`src/rtl/risc_pkg.sv`:
```
// Shared types and instruction field positions for the small RISC datapath.
package risc_pkg;

  localparam int unsigned INSTR_W = 8;
  localparam int unsigned NREGS   = 4;

  // Instruction field slices: [7:5] opcode, [4:3] rd, [1:0] rs, [2:0] imm3
  localparam int unsigned OPC_MSB = 7;
  localparam int unsigned OPC_LSB = 5;
  localparam int unsigned RD_MSB  = 4;
  localparam int unsigned RD_LSB  = 3;
  localparam int unsigned RS_MSB  = 1;
  localparam int unsigned RS_LSB  = 0;
  localparam int unsigned IMM_MSB = 2;
  localparam int unsigned IMM_LSB = 0;

  typedef enum logic [2:0] {
    OP_NOP  = 3'b000,
    OP_LDI  = 3'b001,
    OP_ADD  = 3'b010,
    OP_SUB  = 3'b011,
    OP_AND  = 3'b100,
    OP_XOR  = 3'b101,
    OP_JZ   = 3'b110,
    OP_HALT = 3'b111
  } opcode_e;

  typedef enum logic [1:0] {
    S_FETCH  = 2'd0,
    S_DECODE = 2'd1,
    S_EXEC   = 2'd2,
    S_HALT   = 2'd3
  } state_e;

endpackage

```
`src/rtl/risc_alu.sv`:
```
// Combinational ALU: LDI passes b through, ADD/SUB report carry/borrow.
module risc_alu
  import risc_pkg::*;
#(
  parameter int unsigned DATA_W = 8
) (
  input  opcode_e           op,
  input  logic [DATA_W-1:0] a,
  input  logic [DATA_W-1:0] b,
  output logic [DATA_W-1:0] result,
  output logic              carry,
  output logic              zero
);

  logic [DATA_W:0] sum;

  // Operation select; non-ALU opcodes yield zero with no carry
  always_comb begin
    sum    = '0;
    result = '0;
    carry  = 1'b0;
    case (op)
      OP_LDI: result = b;
      OP_ADD: begin
        sum    = {1'b0, a} + {1'b0, b};
        result = sum[DATA_W-1:0];
        carry  = sum[DATA_W];
      end
      OP_SUB: begin
        result = a - b;
        carry  = (a < b);
      end
      OP_AND: result = a & b;
      OP_XOR: result = a ^ b;
      default: result = '0;
    endcase
  end

  assign zero = (result == '0);

endmodule

```
`src/rtl/instr_exec_unit.sv`:
```
// Three-cycle FETCH/DECODE/EXEC instruction executor with 4x8 register file and Z/C flags.
module instr_exec_unit
  import risc_pkg::*;
#(
  parameter int unsigned DATA_W = 8,
  parameter int unsigned PC_W   = 3
) (
  input  logic               clk,
  input  logic               rst,
  input  logic [INSTR_W-1:0] instr,
  input  logic               instr_valid,
  output logic               instr_ready,
  output logic               jump_valid,
  output logic [PC_W-1:0]    jump_target,
  output logic               halted,
  output logic [DATA_W-1:0]  acc_out,
  output logic               flag_z,
  output logic               flag_c
);

  state_e              state_q, state_d;
  logic [INSTR_W-1:0]  ir_q;
  logic [DATA_W-1:0]   rf_q [NREGS];
  logic [DATA_W-1:0]   op_a_q, op_b_q;
  logic                z_q, c_q;

  opcode_e             opc;
  logic [1:0]          rd, rs;
  logic [2:0]          imm;
  logic [DATA_W-1:0]   alu_b, alu_res;
  logic                alu_c, alu_z;
  logic                accept, alu_wb;

  assign opc    = opcode_e'(ir_q[OPC_MSB:OPC_LSB]);
  assign rd     = ir_q[RD_MSB:RD_LSB];
  assign rs     = ir_q[RS_MSB:RS_LSB];
  assign imm    = ir_q[IMM_MSB:IMM_LSB];
  assign accept = instr_valid && (state_q == S_FETCH);
  assign alu_wb = (opc == OP_LDI) || (opc == OP_ADD) || (opc == OP_SUB) ||
                  (opc == OP_AND) || (opc == OP_XOR);
  assign alu_b  = (opc == OP_LDI) ? DATA_W'(imm) : op_b_q;

  risc_alu #(.DATA_W(DATA_W)) u_alu (
    .op     (opc),
    .a      (op_a_q),
    .b      (alu_b),
    .result (alu_res),
    .carry  (alu_c),
    .zero   (alu_z)
  );

  // State register
  always_ff @(posedge clk) begin
    if (!rst) state_q <= S_FETCH;
    else      state_q <= state_d;
  end

  // Next-state logic; HALT is absorbing until reset
  always_comb begin
    state_d = state_q;
    case (state_q)
      S_FETCH:  if (accept) state_d = S_DECODE;
      S_DECODE: state_d = S_EXEC;
      S_EXEC:   state_d = (opc == OP_HALT) ? S_HALT : S_FETCH;
      S_HALT:   state_d = S_HALT;
      default:  state_d = S_FETCH;
    endcase
  end

  // Datapath: latch instr, sample operands in DECODE, write back on leaving EXEC
  always_ff @(posedge clk) begin
    if (!rst) begin
      ir_q   <= '0;
      op_a_q <= '0;
      op_b_q <= '0;
      z_q    <= 1'b0;
      c_q    <= 1'b0;
      for (int unsigned i = 0; i < NREGS; i++) rf_q[i] <= '0;
    end else begin
      if (accept) ir_q <= instr;
      if (state_q == S_DECODE) begin
        op_a_q <= rf_q[rd];
        op_b_q <= rf_q[rs];
      end
      if (state_q == S_EXEC && alu_wb) begin
        rf_q[rd] <= alu_res;
        z_q      <= alu_z;
        c_q      <= alu_c;
      end
    end
  end

  // Outputs: status decoded from registered state; jump request is combinational in EXEC
  assign instr_ready = (state_q == S_FETCH);
  assign halted      = (state_q == S_HALT);
  assign acc_out     = rf_q[0];
  assign flag_z      = z_q;
  assign flag_c      = c_q;
  assign jump_valid  = rst && (state_q == S_EXEC) && (opc == OP_JZ) && z_q;
  assign jump_target = jump_valid ? PC_W'(imm) : '0;

endmodule
```
`config.mk`:
```
export PLATFORM = sky130hd
export DESIGN_NAME = instr_exec_unit
export DESIGN_NICKNAME = d
export VERILOG_FILES = /design/src/rtl/risc_pkg.sv /design/src/rtl/risc_alu.sv /design/src/rtl/instr_exec_unit.sv
export SDC_FILE = /design/constraint.sdc
export NUM_CORES = 1
export LEC_CHECK = 0
export ABC_CLOCK_PERIOD_IN_PS = 4510
export BUFFER_PORTS_ARGS = -buffer_cell sky130_fd_sc_hd__buf_2
export CAP_MARGIN = 25
export CORE_MARGIN = 3
export CORE_UTILIZATION = 35
export CTS_CLUSTER_DIAMETER = 80
export DETAILED_ROUTE_END_ITERATION = 10
export GPL_TIMING_DRIVEN = 0
export PLACE_DENSITY = 0.59
export SYNTH_ARGS = -nofsm -noshare
export SYNTH_HDL_FRONTEND = slang
export SYNTH_SLANG_ARGS = --single-unit
```
`constraint.sdc`:
```
create_clock -name clk -period 4.51 [get_ports clk]
set_clock_uncertainty 0.05 [all_clocks]
set_input_delay 0.451 -clock clk [delete_from_list [all_inputs] [get_ports clk]]
set_output_delay 0.451 -clock clk [all_outputs]
set_load 0.1 [all_outputs]
```
==> flow_summary.json <==
{
  "fill_cells": 1000,
  "setup_tns_ns": 0,
  "p_comb_share_pct": 17.8,
  "final_core_util_pct": 41.80,
  "power.leakage_uw": 0.001633,
  "ctsResizeCount": 0,
  "ys.flop_type": "edfxtp_1",
  "hpwlAfterDp_um": 7138,
  "synthCells": 381,
  "cellPowerDensity_nw_per_um2": 310.8,
  "grt_use_met3_pct": 2.664,
  "area_growth_pct": 12.92,
  "grt_busiest_layer": "met2",
  "hold_buffers": 0,
  "ant_nets": 0,
  "critPathLaunchType": "register",
  "p_sw_share_pct": 28.37,
  "cp_slowest_stage_delay_ns": 0.57,
  "wl_per_cell_um": 16.78,
  "cp_cell_sequence": "buf_4, nor2b_1, nand2b_1, clkbuf_1, nand2_1, nand2_1, ha_1, fa_1, a21o_1, a21oi_1, o31ai_1, xnor2_1, o22ai_1, a311oi_2, nor2_1",
  "fin_area_um2": 4199,
  "ys_top_cells_by_area": "edfxtp_1 (26%), dfxtp_1 (15%), mux4_2 (9.7%), nand2_1 (7.5%), ha_1 (6.1%)",
  "multi_input_area_um2": 2029,
  "synth-edff-count": 32,
  "fmax_ghz": 0.2649,
  "drv_cap": 0,
  "synth_common_cells": "nand2_1 (74), nor2_1 (51), edfxtp_1 (32), dfxtp_1 (28), ha_1 (18)",
  "end_kind": "register",
  "p_int_uw": 934.6,
  "final_nets": 449,
  "seq_area_frac_synth_pct": 40.92,
  "port_buffers": 26,
  "path_clk_slew_ns": 0.07,
  "critPathKind": "register to register",
  "row_count": 36,
  "syn-num-nets": 412,
  "overflow": 0,
  "cp_max_fo": 10,
  "peakVddDrop_v": 0.0002893,
  "drive_above_1_share_pct": 18.91,
  "cts_setup_buffers": 0,
  "worst_pin_slew_ns": 0.8339,
  "die_y_um": 109.1,
  "clk_latency_ns": 0.33,
  "drtPass1Iterations": 4,
  "min_path_type": "input pin to register",
  "synth_top_area_share_pct": 25.84,
  "synth_seq_cells": 60,
  "grt_pass1_wl_um": 14910,
  "initial_core_util_pct": 37.02,
  "cpMaxStageDelayCell": "a311oi_2",
  "core_area_um2": 10040,
  "grt_pass1_vias": 2816,
  "clock_power_share_pct": 35.0,
  "numClockSinks": 60,
  "syn_area_um2": 3719,
  "register_area_um2": 1521,
  "h-tree-depth": 3,
  "met2_usage_pct": 28.73,
  "required_ns": 4.52,
  "status": "completed",
  "yosysWarnings": 0,
  "insertedDiodeCount": 0,
  "cts_buffers": 9,
  "period_minus_slack_ns": 3.774,
  "die_x_um": 109.1,
  "crit_top_cell": "nand2_1",
  "synth_most_common_cell": "nand2_1",
  "ios": 27,
  "setup_viol": 0,
  "place_area_um2": 4015,
  "grt_max_degree": 11,
  "synth_top_area_cell": "edfxtp_1",
  "syn_avg_cell_area_um2": 9.760,
  "drc": 0,
  "globalRouteTotalUtil_pct": 16.67,
  "yosysUniqueCellTypes": 60,
  "vias": 2888,
  "drt_iter0_markers": 137,
  "cts_tree": "yes",
  "p_switching_uw": 370.2,
  "ys_async_sr_fraction_pct": 0,
  "routed_wl_um": 9332,
  "antenna_found_initial": 0,
  "period_share_pct": 83.69,
  "max_slew_margin_pct": 44.20,
  "slew_violations": 0,
  "hold_violations": 0,
  "power_frac_seq_pct": 47.2,
  "cts_buffer_depth": 2,
  "rsz0062_at_grt": "false",
  "globalplace.congestion": 0.9096,
  "die_area_um2": 11900,
  "crit_arrival_ns": 3.79,
  "root_buffer": "clkbuf_8",
  "met1_usage_pct": 21.86,
  "vias_per_cell": 5.194
}
## cells by family (layout without fill, tap and decap cells)
family	count (synthesis)	after routing	synth area share, %
fa+ha+maj	20	20	7.133
buf+inv	38	80	4.508
mux	24	24	11.88
simple gates	162	162	19.45
flops	60	60	40.92
compound gates	70	70	14.47
xor+xnor	7	7	1.649
## stage by stage
stage               setup slack [ns]  total power (µW)  instances  hold slack, ns
finish                        0.7356              1305        556          0.3149
global route                  0.5281              1363        556          0.3093
CTS                           0.7911              1313        556          0.3021
detailed placement            0.8320             859.5        540          0.4016
global placement              0.8502             853.0        540          0.3955
floorplan                     0.6406             801.3        381          0.3853
## layout make-up
| class | instances | share of cell area, % |
|---|---|---|
| buffer | 22 | 2.563 |
| multi-input combinational | 283 | 48.33 |
| timing repair buffer | 26 | 3.099 |
| clock buffer | 11 | 3.129 |
| sequential | 60 | 36.23 |
| tap | 133 | 3.963 |
| clock inverter | 5 | 1.251 |
| inverter | 16 | 1.430 |
## worst max-delay path: cells and delay by family, from the launching register on
kind / cells / cell delay, ns
AO/OA/AOI/OAI: 5 / 1.25
XOR/XNOR: 1 / 0.16
AND/OR/NAND/NOR: 5 / 0.64
flip-flops: 1 / 0.35
buffers and inverters: 2 / 0.40
adder cells (fa/ha/maj): 2 / 0.66
## cell usage in the layout, fill, tap and decap left out, types with 3 or more instances in the layout
cell	instances
a21boi_1	9
ha_1	18
and2_1	6
mux4_2	16
dfxtp_1	28
mux2i_1	7
buf_2	31
nor2b_1	4
o21ai_0	6
nand2b_1	7
clkbuf_8	9
inv_1	15
a21boi_0	17
clkbuf_1	15
a21oi_2	3
and3_1	3
xor2_1	3
edfxtp_1	32
nor2_1	51
a21oi_1	11
a31oi_1	3
xnor2_1	4
nor3_1	4
nand2_1	74
## path summary, 6_finish.rpt
check,startpoint,end,slack (ns),cells after the start
worst max-delay path,ir_q[5],rf_q[1][6],0.74,15
worst min-delay path,instr[5],ir_q[5],0.31,3
worst max register to register,ir_q[5],rf_q[1][6],0.74,15
worst min register to register,op_b_q[2],op_b_q[2],0.41,2
## power groups by stage
stage          clock, µW  sequential [µW]  combinational, µW
3_3_place_gp           0              626                227
5_1_grt              493              619                252
2_1_floorplan          0              644                158
6_report             457              615                232
4_1_cts              464              616                233
3_5_place_dp           0              628                232
## registers in the layout, indices dropped and copies added, names as in the netlist
register	flops
op_a_q	8
state_q	2
flag_z	1
rf_q	32
op_b_q	8
ir_q	8
flag_c	1
## metal layers
| layer | vias to the layer above | share of wire (%) |
|---|---|---|
| met3 | 5 | 3.2 |
| met5 | - | 0 |
| met1 | 1427 | 46 |
| li1 | 1412 | - |
| met4 | 0 | 0.53 |
| met2 | 44 | 50 |
(Power assumes the default switching activity.)
